===== src/rtl/spi_sclk_engine.sv =====
// SPI master SCLK generator and transfer sequencer: programmable half-period,
// CPOL/CPHA, edge/sample/setup strobes and busy/done framing.
module spi_sclk_engine #(
  parameter int unsigned DIV_W = 8,
  parameter int unsigned LEN_W = 6
) (
  input  logic             clk,
  input  logic             reset,
  input  logic [DIV_W-1:0] i_div,
  input  logic [LEN_W-1:0] i_len,
  input  logic             i_cpol,
  input  logic             i_cpha,
  input  logic             i_start,
  output logic             o_busy,
  output logic             o_done,
  output logic             o_sclk,
  output logic             o_rise,
  output logic             o_fall,
  output logic             o_sample,
  output logic             o_setup,
  output logic [LEN_W-1:0] o_bit_idx
);

  typedef enum logic [1:0] {
    ST_IDLE  = 2'd0,
    ST_RUN   = 2'd1,
    ST_TRAIL = 2'd2
  } state_t;

  localparam logic [DIV_W-1:0] DIV_ONE  = DIV_W'(1);
  localparam logic [LEN_W:0]   EDGE_ONE = (LEN_W+1)'(1);
  localparam logic [LEN_W-1:0] LEN_ONE  = LEN_W'(1);

  state_t           state, state_n;
  logic [DIV_W-1:0] cnt, cnt_n;
  logic [LEN_W:0]   edge_cnt, edge_n;
  logic [DIV_W-1:0] div_l;
  logic [LEN_W-1:0] len_l;
  logic             cpol_l, cpha_l;
  logic             sclk, sclk_n;
  logic             rise, rise_n, fall, fall_n;
  logic             sample, sample_n, setup, setup_n;
  logic             last, last_n;
  logic             done, done_n;
  logic [LEN_W-1:0] bit_idx;

  logic             edge_go;
  logic [LEN_W:0]   edge_idx;
  logic             cpha_e;
  logic [LEN_W-1:0] len_e;

  // Strobes are registered alongside o_sclk, so the edge for the next cycle is
  // decided here from the next counter value (or from the raw inputs at start).
  always_comb begin
    state_n  = state;
    cnt_n    = cnt;
    edge_n   = edge_cnt;
    sclk_n   = sclk;
    rise_n   = 1'b0;
    fall_n   = 1'b0;
    sample_n = 1'b0;
    setup_n  = 1'b0;
    last_n   = 1'b0;
    done_n   = 1'b0;
    edge_go  = 1'b0;
    edge_idx = edge_cnt;
    cpha_e   = cpha_l;
    len_e    = len_l;

    case (state)
      ST_IDLE: begin
        sclk_n = i_cpol;
        cnt_n  = '0;
        edge_n = '0;
        if (i_start) begin
          state_n  = ST_RUN;
          cpha_e   = i_cpha;
          len_e    = i_len;
          edge_idx = '0;
          setup_n  = ~i_cpha;
          edge_go  = (i_div == '0);
        end
      end
      ST_RUN: begin
        if (cnt == div_l) begin
          cnt_n = '0;
          if (last) state_n = ST_TRAIL;
        end else begin
          cnt_n = cnt + DIV_ONE;
        end
        edge_go = (state_n == ST_RUN) && (cnt_n == div_l);
      end
      ST_TRAIL: begin
        sclk_n = cpol_l;
        if (cnt == div_l) begin
          cnt_n   = '0;
          state_n = ST_IDLE;
          done_n  = 1'b1;
        end else begin
          cnt_n = cnt + DIV_ONE;
        end
      end
      default: begin
        state_n = ST_IDLE;
        sclk_n  = i_cpol;
        cnt_n   = '0;
        edge_n  = '0;
      end
    endcase

    if (edge_go) begin
      sclk_n = ~sclk_n;
      rise_n = sclk_n;
      fall_n = ~sclk_n;
      edge_n = edge_idx + EDGE_ONE;
      last_n = (edge_idx == {len_e, 1'b1});
      if (cpha_e) begin
        setup_n  = ~edge_idx[0];
        sample_n = edge_idx[0];
      end else begin
        sample_n = ~edge_idx[0];
        setup_n  = setup_n | (edge_idx[0] & ~last_n);
      end
    end
  end

  always_ff @(posedge clk) begin
    if (reset) begin
      state    <= ST_IDLE;
      cnt      <= '0;
      edge_cnt <= '0;
      div_l    <= '0;
      len_l    <= '0;
      cpol_l   <= 1'b0;
      cpha_l   <= 1'b0;
      sclk     <= 1'b0;
      rise     <= 1'b0;
      fall     <= 1'b0;
      sample   <= 1'b0;
      setup    <= 1'b0;
      last     <= 1'b0;
      done     <= 1'b0;
      bit_idx  <= '0;
    end else begin
      state    <= state_n;
      cnt      <= cnt_n;
      edge_cnt <= edge_n;
      sclk     <= sclk_n;
      rise     <= rise_n;
      fall     <= fall_n;
      sample   <= sample_n;
      setup    <= setup_n;
      last     <= last_n;
      done     <= done_n;
      if (state == ST_IDLE && i_start) begin
        div_l   <= i_div;
        len_l   <= i_len;
        cpol_l  <= i_cpol;
        cpha_l  <= i_cpha;
        bit_idx <= '0;
      end else if (sample) begin
        bit_idx <= bit_idx + LEN_ONE;
      end
    end
  end

  assign o_busy    = (state != ST_IDLE);
  assign o_done    = done;
  assign o_sclk    = sclk;
  assign o_rise    = rise;
  assign o_fall    = fall;
  assign o_sample  = sample;
  assign o_setup   = setup;
  assign o_bit_idx = bit_idx;

endmodule

===== config.mk =====
export PLATFORM = sky130hd
export DESIGN_NAME = spi_sclk_engine
export DESIGN_NICKNAME = d
export VERILOG_FILES = /design/src/rtl/spi_sclk_engine.sv
export SDC_FILE = /design/constraint.sdc
export NUM_CORES = 1
export LEC_CHECK = 0
export ABC_AREA = 1
export CAP_MARGIN = 5
export CELL_PAD_IN_SITES_DETAIL_PLACEMENT = 1
export CELL_PAD_IN_SITES_GLOBAL_PLACEMENT = 1
export CORE_MARGIN = 3
export CORE_UTILIZATION = 40
export DETAILED_ROUTE_END_ITERATION = 10
export PLACE_DENSITY_LB_ADDON = 0.25
export SYNTH_ARGS = -nofsm -noshare
export SYNTH_HDL_FRONTEND = slang
export SYNTH_SLANG_ARGS = --single-unit

===== constraint.sdc =====
create_clock -name clk -period 5.35 [get_ports clk]
set_clock_uncertainty 0.2 [all_clocks]
set_input_delay 1.07 -clock clk [delete_from_list [all_inputs] [get_ports clk]]
set_output_delay 1.07 -clock clk [all_outputs]
set_load 0.02 [all_outputs]

==> results of run 1 <==
## stage by stage
step | std cells | power, uW
floorplan | 331 | 458
global placement | 429 | 499
detailed placement | 429 | 504
CTS | 437 | 719
global route | 437 | 754
finish | 437 | 708
## Yosys cell counts (6+ instances only)
library cell	n	area [um^2]
inv_1	42	158
ha_1	6	75.1
o21ai_1	6	30.0
nor2_1	54	203
o21ai_0	11	55.1
nand2_1	65	244
nand3_1	19	95.1
xnor2_1	6	52.6
dfxtp_1	46	921
nor3_1	14	70.1
a21oi_1	14	70.1
xor2_1	6	52.6
## final timing paths
check              start          end  depth (start not counted)
max              i_start  edge_cnt[6]                         16
min          edge_cnt[5]  edge_cnt[5]                          2
max reg2reg     state[0]  edge_cnt[6]                         17
min reg2reg  edge_cnt[5]  edge_cnt[5]                          2
## area by class of cell
| cell class | count | share of cell area, % |
|---|---|---|
| Multi-Input combinational cell | 234 | 43.1 |
| Sequential cell | 46 | 33.0 |
| Timing Repair Buffer | 32 | 11.4 |
| Inverter | 45 | 6.05 |
| Tap cell | 72 | 3.23 |
| Clock buffer | 5 | 2.47 |
| Clock inverter | 3 | 0.762 |
## logic make-up (layout without fill, tap and decap cells)
family / Yosys count / in the layout
compound gates: 42 / 42
xor+xnor: 12 / 12
fa+ha+maj: 6 / 6
buf+inv: 51 / 85
flops: 46 / 46
mux: 4 / 4
simple gates: 170 / 170
## sequential cells by signal, summed over array words and instances (netlist names)
name,count
cpha_l,1
state,2
o_setup,1
o_fall,1
edge_cnt,7
cpol_l,1
last,1
len_l,6
o_sample,1
div_l,8
o_sclk,1
o_done,1
cnt,8
o_rise,1
o_bit_idx,6
## critical path: stages
cell and delay, ns:
clkdlybuf4s50_1 0.43, nand2_1 0.07, buf_4 0.29, inv_1 0.27
nor2_1 0.29, ha_1 0.20, inv_1 0.05, nor2_1 0.11
inv_1 0.06, nor2_1 0.08, inv_1 0.06, nor2_1 0.16
a21oi_1 0.09, a311oi_1 0.21, nand2_1 0.08, o21ai_1 0.07
## placed cells by master (no fill, tap or decap), types with 11 or more instances in the layout
cell type        synthesis  final
nor2_1                  54     54
a21oi_1                 14     14
dfxtp_1                 46     46
nand2_1                 65     65
nor3_1                  14     14
clkdlybuf4s50_1          0     31
o21ai_0                 11     11
inv_1                   42     42
nand3_1                 19     19
## power groups by stage
stage | Clock, uW | Combinational [uW] | Sequential (uW)
global placement | 0 | 123 | 376
CTS | 222 | 128 | 369
detailed placement | 0 | 127 | 377
floorplan | 0 | 83.3 | 375
global route | 240 | 143 | 371
finish | 214 | 126 | 369
## layer usage
| metal | up-vias | global-route usage (%) | routed length [um] |
|---|---|---|---|
| met2 | 29 | 33.2 | 2910 |
| met5 | - | 0 | 0 |
| met3 | 6 | 4.45 | 173 |
| met4 | 0 | 5.48 | 55 |
| li1 | 1131 | - | - |
| met1 | 1039 | 24.7 | 2740 |
==> results.sh, run 1 <==
export IMPL_preCtsSetupSlack_ns=1.48
export IMPL_power_internal_uw=497
export IMPL_ant_nets=0
export IMPL_worst_setup_path_start_kind="primary input"
export IMPL_grt_use_total_pct=19.6
export IMPL_grt_ovfl_total=0
export IMPL_fmax_mhz=280
export IMPL_dpl_cell_area_mm2=0.00270
export IMPL_status="finished clean"
export IMPL_max_slew_margin_rel_pct=58.8
export IMPL_yosysWarnings=0
export IMPL_antenna_cells=0
export IMPL_slew_violations=0
export IMPL_cts_sinks=46
export IMPL_cts_root_buf="clkbuf_8"
export IMPL_core_area_mm2=0.00557
export IMPL_place_congestion=0.797
export IMPL_synth_seq_cells=46
export IMPL_postCtsHoldBufs=0
export IMPL_fin_util_pct=50.1
export IMPL_cts_buffers=5
export IMPL_grt_antenna_before_repair=0
export IMPL_rows=27
export IMPL_die_area_mm2=0.00676
export IMPL_synth_compound_area_share_pct=10.3
export IMPL_dp_hpwl_um=4590
export IMPL_die_w_um=82.2
export IMPL_viasPerCell=5.05
export IMPL_port_buffers=31
export IMPL_power_leakage_uw=0.00116
export IMPL_dr_pass1_iters=4
export IMPL_grt_max_degree=28
export IMPL_start_util_pct=41.7
export IMPL_max_cap_viol_count=0
export IMPL_fin_nets=389
export IMPL_vias=2205
export IMPL_clock_path_buffers=2
export IMPL_pin_count=32
export IMPL_drtIter0Drc=84
export IMPL_synth_xor_area_share_pct=4.52
export IMPL_setup_tns_ns=0
export IMPL_syn_inst=331
export IMPL_power_density_mw_per_mm2=254
export IMPL_synth_fa_ha_area_share_pct=3.23
export IMPL_rsz0062_at_grt="no"
export IMPL_drive_gt1_share_pct=6.03
export IMPL_required_ns=5.38
export IMPL_p_sw_uw=211
export IMPL_synth_top_family_by_area="simple AND/OR/NAND/NOR gates"
export IMPL_insertion_delay_ns=0.30
export IMPL_worstSetupPathType="in2reg"
export IMPL_drt_total_wl_um=5880
export IMPL_ff_latch_area_um2=921
export IMPL_synth_nets=356
export IMPL_cts_tree="done"
export IMPL_syn_area_mm2=0.00232
export IMPL_postLayoutCellArea_mm2=0.00279
export IMPL_synth_simple_area_share_pct=32.0
export IMPL_worstPathMaxFanout=27
export IMPL_min_period_over_period_pct=66.7
export IMPL_p_sw_share_pct=29.8
export IMPL_die_y_um=82.2
export IMPL_syn_avg_cell_area_um2=7.02
export IMPL_syn_to_final_growth_pct=20.1
export IMPL_r2r_slack_ns=2.30
export IMPL_grt_pass1_vias=2227
export IMPL_ys_seq_area_share_pct=39.6
export IMPL_grt_pass1_wl_um=10100
export IMPL_drc=0
export IMPL_synth_edf_count=0
export IMPL_ys_flop_type="dfxtp_1"
export IMPL_htree_num_levels=2
export IMPL_layout_min_cycle_time_ns=3.57
export IMPL_seq_power_share_pct=52.0
export IMPL_worst_slack_ns=1.78
export IMPL_cts_clk_slew_worst_paths_ns=0.09
export IMPL_worstPathArrival_ns=3.60
export IMPL_cts_resized=0
export IMPL_finalSetupViolCount=0
export IMPL_synth_distinct_cells=34
export IMPL_fin_hold_ws_ns=0.272
export IMPL_pwr_share_comb_pct=17.8
export IMPL_synthMuxAreaShare_pct=1.72
export IMPL_num_fill_cells=732
export IMPL_clockPowerShare_pct=30.1
export IMPL_post_cts_buffers=0
export IMPL_vdd_drop_max_v=0.000132
export IMPL_end_kind="register"
export IMPL_report_final_hold_viol_count=0
export IMPL_async_reset_ff_share_pct=0
export IMPL_multiInputGateArea_mm2=0.00120
export IMPL_worstMarginPinSlew_ns=0.616
export IMPL_detail_route_wl_per_cell_um=13.5
export IMPL_hold_class="reg2reg"
Power figures use the tool's default switching activity.
==> inputs of run 2 (changes only) <==
--- a/config.mk
+++ b/config.mk
@@ -10,7 +10,7 @@
 export CELL_PAD_IN_SITES_DETAIL_PLACEMENT = 1
 export CELL_PAD_IN_SITES_GLOBAL_PLACEMENT = 1
 export CORE_MARGIN = 3
-export CORE_UTILIZATION = 40
+export CORE_UTILIZATION = 39
 export DETAILED_ROUTE_END_ITERATION = 10
 export PLACE_DENSITY_LB_ADDON = 0.25
 export SYNTH_ARGS = -nofsm -noshare
==> constraint.sdc (replaced) <==
create_clock -name clk -period 3.3 [get_ports clk]
set_clock_uncertainty 0.2 [all_clocks]
set_input_delay 0.66 -clock clk [delete_from_list [all_inputs] [get_ports clk]]
set_output_delay 0.66 -clock clk [all_outputs]
set_load 0.02 [all_outputs]
==> run 2 against run 1 <==
Effect of this change:
- count of clock-buffer cells in the layout increased by 1
- sequential cell count is the same
- via count up 1.6%
- hold slack worse by 0.0040 ns
- critical path depth shrank 3
- global-route usage down 1.2 points
- wire length up 3.1%
- non-clock buffer count grew 4
- clock power is 73% higher
- power is 66% higher
- die area up 2.4%
- sequential share of layout area fell by 0.41 points
- highest routed layer unchanged
==> results.sh, run 2 (synthesized netlist as in run 1, its figures left out) <==
export IMPL_place_congestion=0.833
export IMPL_postCtsHoldBufs=0
export IMPL_vdd_drop_max_v=0.000196
export IMPL_grt_pass1_vias=2293
export IMPL_end_kind="register"
export IMPL_reg2reg_from="state[0]"
export IMPL_grt_pass1_wl_um=10600
export IMPL_htree_num_levels=2
export IMPL_rsz0062_at_grt="no"
export IMPL_grt_max_degree=27
export IMPL_drc=0
export IMPL_drive_gt1_share_pct=7.05
export IMPL_die_w_um=83.2
export IMPL_layout_min_cycle_time_ns=2.71
export IMPL_cts_tree="done"
export IMPL_power_density_mw_per_mm2=415
export IMPL_cts_clk_slew_worst_paths_ns=0.09
export IMPL_fin_nets=393
export IMPL_post_cts_buffers=0
export IMPL_start_util_pct=41.2
export IMPL_worstPathArrival_ns=2.74
export IMPL_cts_buffers=5
export IMPL_viasPerCell=5.08
export IMPL_detail_route_wl_per_cell_um=13.7
export IMPL_rows=27
export IMPL_crit_start="i_start"
export IMPL_power_leakage_uw=0.00118
export IMPL_syn_to_final_growth_pct=21.6
export IMPL_largestRegisters="cnt: 8 flops, div_l: 8 flops, edge_cnt: 7 flops"
export IMPL_finalSetupViolCount=0
export IMPL_preCtsSetupSlack_ns=0.344
export IMPL_fmax_mhz=369
export IMPL_port_buffers=31
export IMPL_dp_hpwl_um=4770
export IMPL_cts_root_buf="clkbuf_8"
export IMPL_cts_resized=0
export IMPL_worstMarginPinSlew_ns=0.369
export IMPL_grt_ovfl_total=0
export IMPL_die_y_um=83.2
export IMPL_antenna_cells=0
export IMPL_ant_nets=0
export IMPL_slew_violations=0
export IMPL_hold_class="reg2reg"
export IMPL_min_period_over_period_pct=82.1
export IMPL_worstRegToRegCells=14
export IMPL_report_final_hold_viol_count=0
export IMPL_die_area_mm2=0.00692
export IMPL_insertion_delay_ns=0.30
export IMPL_dr_pass1_iters=4
export IMPL_grt_antenna_before_repair=0
export IMPL_num_fill_cells=746
export IMPL_crit_end="edge_cnt[6]"
export IMPL_worst_slack_ns=0.590
export IMPL_clock_path_buffers=2
export IMPL_r2r_slack_ns=0.71
export IMPL_final_cell_mix="65 x nand2_1, 54 x nor2_1, 46 x dfxtp_1"
export IMPL_grt_use_total_pct=18.3
export IMPL_core_area_mm2=0.00564
export IMPL_worstSetupPathType="in2reg"
export IMPL_drt_total_wl_um=6060
export IMPL_max_slew_margin_rel_pct=75.2
export IMPL_drtIter0Drc=66
export IMPL_cts_sinks=46
export IMPL_required_ns=3.33
export IMPL_vias=2241
export IMPL_worstPathMaxFanout=26
export IMPL_r2r_end="edge_cnt[6]"
export IMPL_setup_tns_ns=0
export IMPL_worst_setup_path_start_kind="primary input"
export IMPL_pin_count=32
export IMPL_status="finished clean"
export IMPL_layout_commonest_cell="nand2_1"
export IMPL_max_cap_viol_count=0
[run 2: cell types whose count changed in the layout (fill, tap and decap cells not counted), sizes merged]
| cell | previous run | this run |
|---|---|---|
| buf | 1 | 5 |
| clkbuf | 5 | 6 |
| clkinv | 4 | 3 |
[run 2: stage by stage]
| step | power (uW) | hold WS, ns | instance area, um^2 | std cells | utilization [%] |
|---|---|---|---|---|---|
| floorplan | 743 | 0.234 | 2320 | 331 | - |
| global placement | 810 | 0.251 | 2730 | 433 | 48.4 |
| detailed placement | 817 | 0.260 | 2730 | 433 | 48.4 |
| CTS | 1190 | 0.273 | 2830 | 441 | 50.1 |
| global route | 1240 | 0.319 | 2830 | 441 | 50.1 |
| finish | 1170 | 0.268 | 2830 | 441 | 50.1 |
[run 2: how the worst min path moves through the flow]
stage | depth (start not counted) | slack [ns] | startpoint | endpoint
floorplan | 2 | 0.23 | edge_cnt[5] | edge_cnt[5]
global placement | 2 | 0.25 | edge_cnt[5] | edge_cnt[5]
detailed placement | 2 | 0.26 | edge_cnt[5] | edge_cnt[5]
CTS | 2 | 0.27 | edge_cnt[5] | edge_cnt[5]
global route | 2 | 0.32 | edge_cnt[5] | edge_cnt[5]
finish | 2 | 0.27 | edge_cnt[5] | edge_cnt[5]
[run 2: cell type report]
type	instances	area, um^2	share of cell area [%]
clock inverter	2	12.5	0.443
sequential	46	921	32.6
timing repair buffer	36	348	12.3
inverter	45	169	5.98
multi-input combinational	234	1200	42.6
clock buffer	6	82.6	2.92
tap	72	90.1	3.19
[run 2: per-layer routing]
metal | global-route usage, % | vias up | routed length [um]
met1 | 23.4 | 1074 | 2900
met4 | 5.35 | 0 | 97
met2 | 31.7 | 28 | 2920
met3 | 2.78 | 9 | 141
li1 | - | 1130 | -
met5 | 0 | - | 0
[run 2: worst max-delay path, cell delays in order]
cell and delay, ns:
clkdlybuf4s50_1 0.43, nand2_1 0.11, buf_4 0.30, nand2_1 0.16, nor2_1 0.15, inv_1 0.09
nor2_1 0.10, inv_1 0.06, nor2_1 0.18, a21oi_1 0.09, a311oi_1 0.22, nand2_1 0.09
o21ai_1 0.09
[run 2: power by group]
| part | leakage (uW) | internal (uW) | switching [uW] | total, uW |
|---|---|---|---|---|
| clock | 0.0000472 | 169 | 201 | 370 |
| sequential | 0.000375 | 578 | 19.8 | 598 |
| combinational | 0.000761 | 81.5 | 123 | 205 |
| total | 0.00118 | 829 | 344 | 1170 |
==> inputs of run 3 (changes only) <==
--- a/config.mk
+++ b/config.mk
@@ -10,7 +10,7 @@
 export CELL_PAD_IN_SITES_DETAIL_PLACEMENT = 1
 export CELL_PAD_IN_SITES_GLOBAL_PLACEMENT = 1
 export CORE_MARGIN = 3
-export CORE_UTILIZATION = 39
+export CORE_UTILIZATION = 35
 export DETAILED_ROUTE_END_ITERATION = 10
 export PLACE_DENSITY_LB_ADDON = 0.25
 export SYNTH_ARGS = -nofsm -noshare
==> constraint.sdc (replaced) <==
create_clock -name clk -period 2.3 [get_ports clk]
set_clock_uncertainty 0.2 [all_clocks]
set_input_delay 0.46 -clock clk [delete_from_list [all_inputs] [get_ports clk]]
set_output_delay 0.46 -clock clk [all_outputs]
set_load 0.02 [all_outputs]
==> run 3 against run 2 <==
Effect of this change:
- global-route usage rose by 2.1 points
- largest power group unchanged
- power is 58% higher
- setup slack worse by 0.59 ns
- first-iteration DRC count grew 15%
- combinational power is 120% higher
- sequential cell count stayed put
- register-to-register slack worse by 0.71 ns
- cell area rose by 22%
- die area is 11% higher
==> results.sh, run 3 (synthesized netlist as in run 1, its figures left out) <==
export IMPL_viasPerCell=5.10
export IMPL_dp_hpwl_um=5280
export IMPL_insertion_delay_ns=0.31
export IMPL_ant_nets=0
export IMPL_layout_commonest_cell="nand2_1"
export IMPL_die_area_mm2=0.00765
export IMPL_fmax_mhz=435
export IMPL_p_total_uw=1850
export IMPL_cts_root_buf="clkbuf_8"
export IMPL_cts_tree="done"
export IMPL_htree_num_levels=2
export IMPL_grt_antenna_before_repair=0
export IMPL_place_congestion=0.770
export IMPL_layout_min_cycle_time_ns=2.30
export IMPL_crit_chain="buf_6, ha_4, buf_6, xor2_4, nand2_2, nand2_1, nand2_2, nor2_2, nand2_1, nor2_2, nand2_2, nand4_1, buf_6, o21ai_1"
export IMPL_report_final_hold_viol_count=0
export IMPL_cts_buffers=5
export IMPL_max_slew_margin_rel_pct=66.4
export IMPL_clock_path_buffers=2
export IMPL_grt_ovfl_total=0
export IMPL_antenna_cells=0
export IMPL_crit_slowest_cell="dfxtp_4"
export IMPL_cts_sinks=46
export IMPL_die_y_um=87.5
export IMPL_grt_pass1_vias=2678
export IMPL_drc=0
export IMPL_worstMarginPinSlew_ns=0.500
export IMPL_power_leakage_uw=0.00146
export IMPL_finalSetupViolCount=0
export IMPL_grt_max_degree=17
export IMPL_max_cap_viol_count=0
export IMPL_cts_clk_slew_worst_paths_ns=0.10
export IMPL_grt_pass1_wl_um=12300
export IMPL_multiInputGateArea_mm2=0.00141
export IMPL_worstPathArrival_ns=2.31
export IMPL_ff_latch_area_um2=941
export IMPL_die_w_um=87.5
export IMPL_syn_to_final_growth_pct=48.8
export IMPL_rows=29
export IMPL_start_util_pct=36.4
export IMPL_drive_gt1_share_pct=29.8
export IMPL_vias=2535
export IMPL_min_period_over_period_pct=100
export IMPL_largestRegisters="cnt: 8 flops, div_l: 8 flops, edge_cnt: 7 flops"
export IMPL_drtIter0Drc=76
export IMPL_hold_class="reg2reg"
export IMPL_port_buffers=31
export IMPL_required_ns=2.31
export IMPL_slew_violations=0
export IMPL_final_cell_mix="56 x nand2_1, 49 x buf_4, 45 x nor2_1"
export IMPL_power_density_mw_per_mm2=535
export IMPL_drt_total_wl_um=7740
export IMPL_rsz0062_at_grt="yes"
export IMPL_grt_use_total_pct=20.4
export IMPL_dr_pass1_iters=4
export IMPL_slowest_delay_ns=0.38
export IMPL_core_area_mm2=0.00639
export IMPL_detail_route_wl_per_cell_um=15.6
export IMPL_worstPathMaxFanout=5
export IMPL_dpl_cell_count=478
export IMPL_fin_cells=497
export IMPL_worstSetupPathType="reg2reg"
export IMPL_num_fill_cells=793
export IMPL_vdd_drop_max_v=0.000307
export IMPL_end_kind="register"
export IMPL_worst_setup_path_start_kind="register"
export IMPL_pin_count=32
export IMPL_fin_nets=444
export IMPL_status="finished clean"
-- run 3: power by group --
group,switching [uW],internal [uW]
combinational,241,210
clock,324,220
sequential,25.1,830
-- run 3: routing by layer --
metal | vias to the layer above | track usage, % | routed length [um]
met5 | - | 0 | 0
li1 | 1241 | - | -
met4 | 0 | 7.25 | 134
met1 | 1239 | 24.5 | 3300
met2 | 44 | 36.2 | 4070
met3 | 11 | 3.69 | 232
-- run 3: worst paths after layout --
check | from | end | slack [ns] | depth (start not counted)
min | cnt[0] | cnt[0] | 0.28 | 1
max reg2reg | cnt[0] | edge_cnt[2] | 0.00009 | 14
max | cnt[0] | edge_cnt[2] | 0.00009 | 14
min reg2reg | cnt[0] | cnt[0] | 0.28 | 1
-- run 3: layout make-up --
type,count,area share (%)
Tap cell,77,2.79
Clock buffer,5,1.99
Multi-Input combinational cell,235,40.8
Clock inverter,3,0.724
Sequential cell,46,27.2
Timing Repair Buffer,86,21.5
Inverter,45,4.96
-- run 3: through the flow --
step | utilization (%) | area (um^2) | setup TNS [ns] | hold slack (ns) | setup WS [ns]
global route | 54.2 | 3460 | -0.885 | 0.303 | -0.141
detailed placement | 47.6 | 3040 | -2.45 | 0.267 | -0.418
global placement | 47.6 | 3040 | -1.66 | 0.246 | -0.254
floorplan | - | 2330 | 0 | 0.234 | 0.0433
CTS | 50.7 | 3240 | 0 | 0.264 | 0.000906
finish | 54.2 | 3460 | 0 | 0.276 | 0.0000884
-- run 3: critical path: cells and delay by family, from the launching register on --
| family | cells | cell delay, ns |
|---|---|---|
| buffers and inverters | 3 | 0.40 |
| DFF | 1 | 0.38 |
| AOI/OAI and AO/OA | 1 | 0.06 |
| adders and majority gates | 1 | 0.17 |
| xor gates and xnor gates | 1 | 0.15 |
| and+or+nand+nor | 8 | 0.83 |
-- run 3: repair_timing --
| item | CTS | global route |
|---|---|---|
| buffers inserted | 4 | 6 |
| pin swaps | 11 | 28 |
| gates cloned | 1 | 0 |
| resized for setup | 22 | 46 |
| hold buffers | 0 | 0 |
| endpoints found under the setup margin | 14 | 13 |
| endpoints found under the hold margin | 0 | 0 |
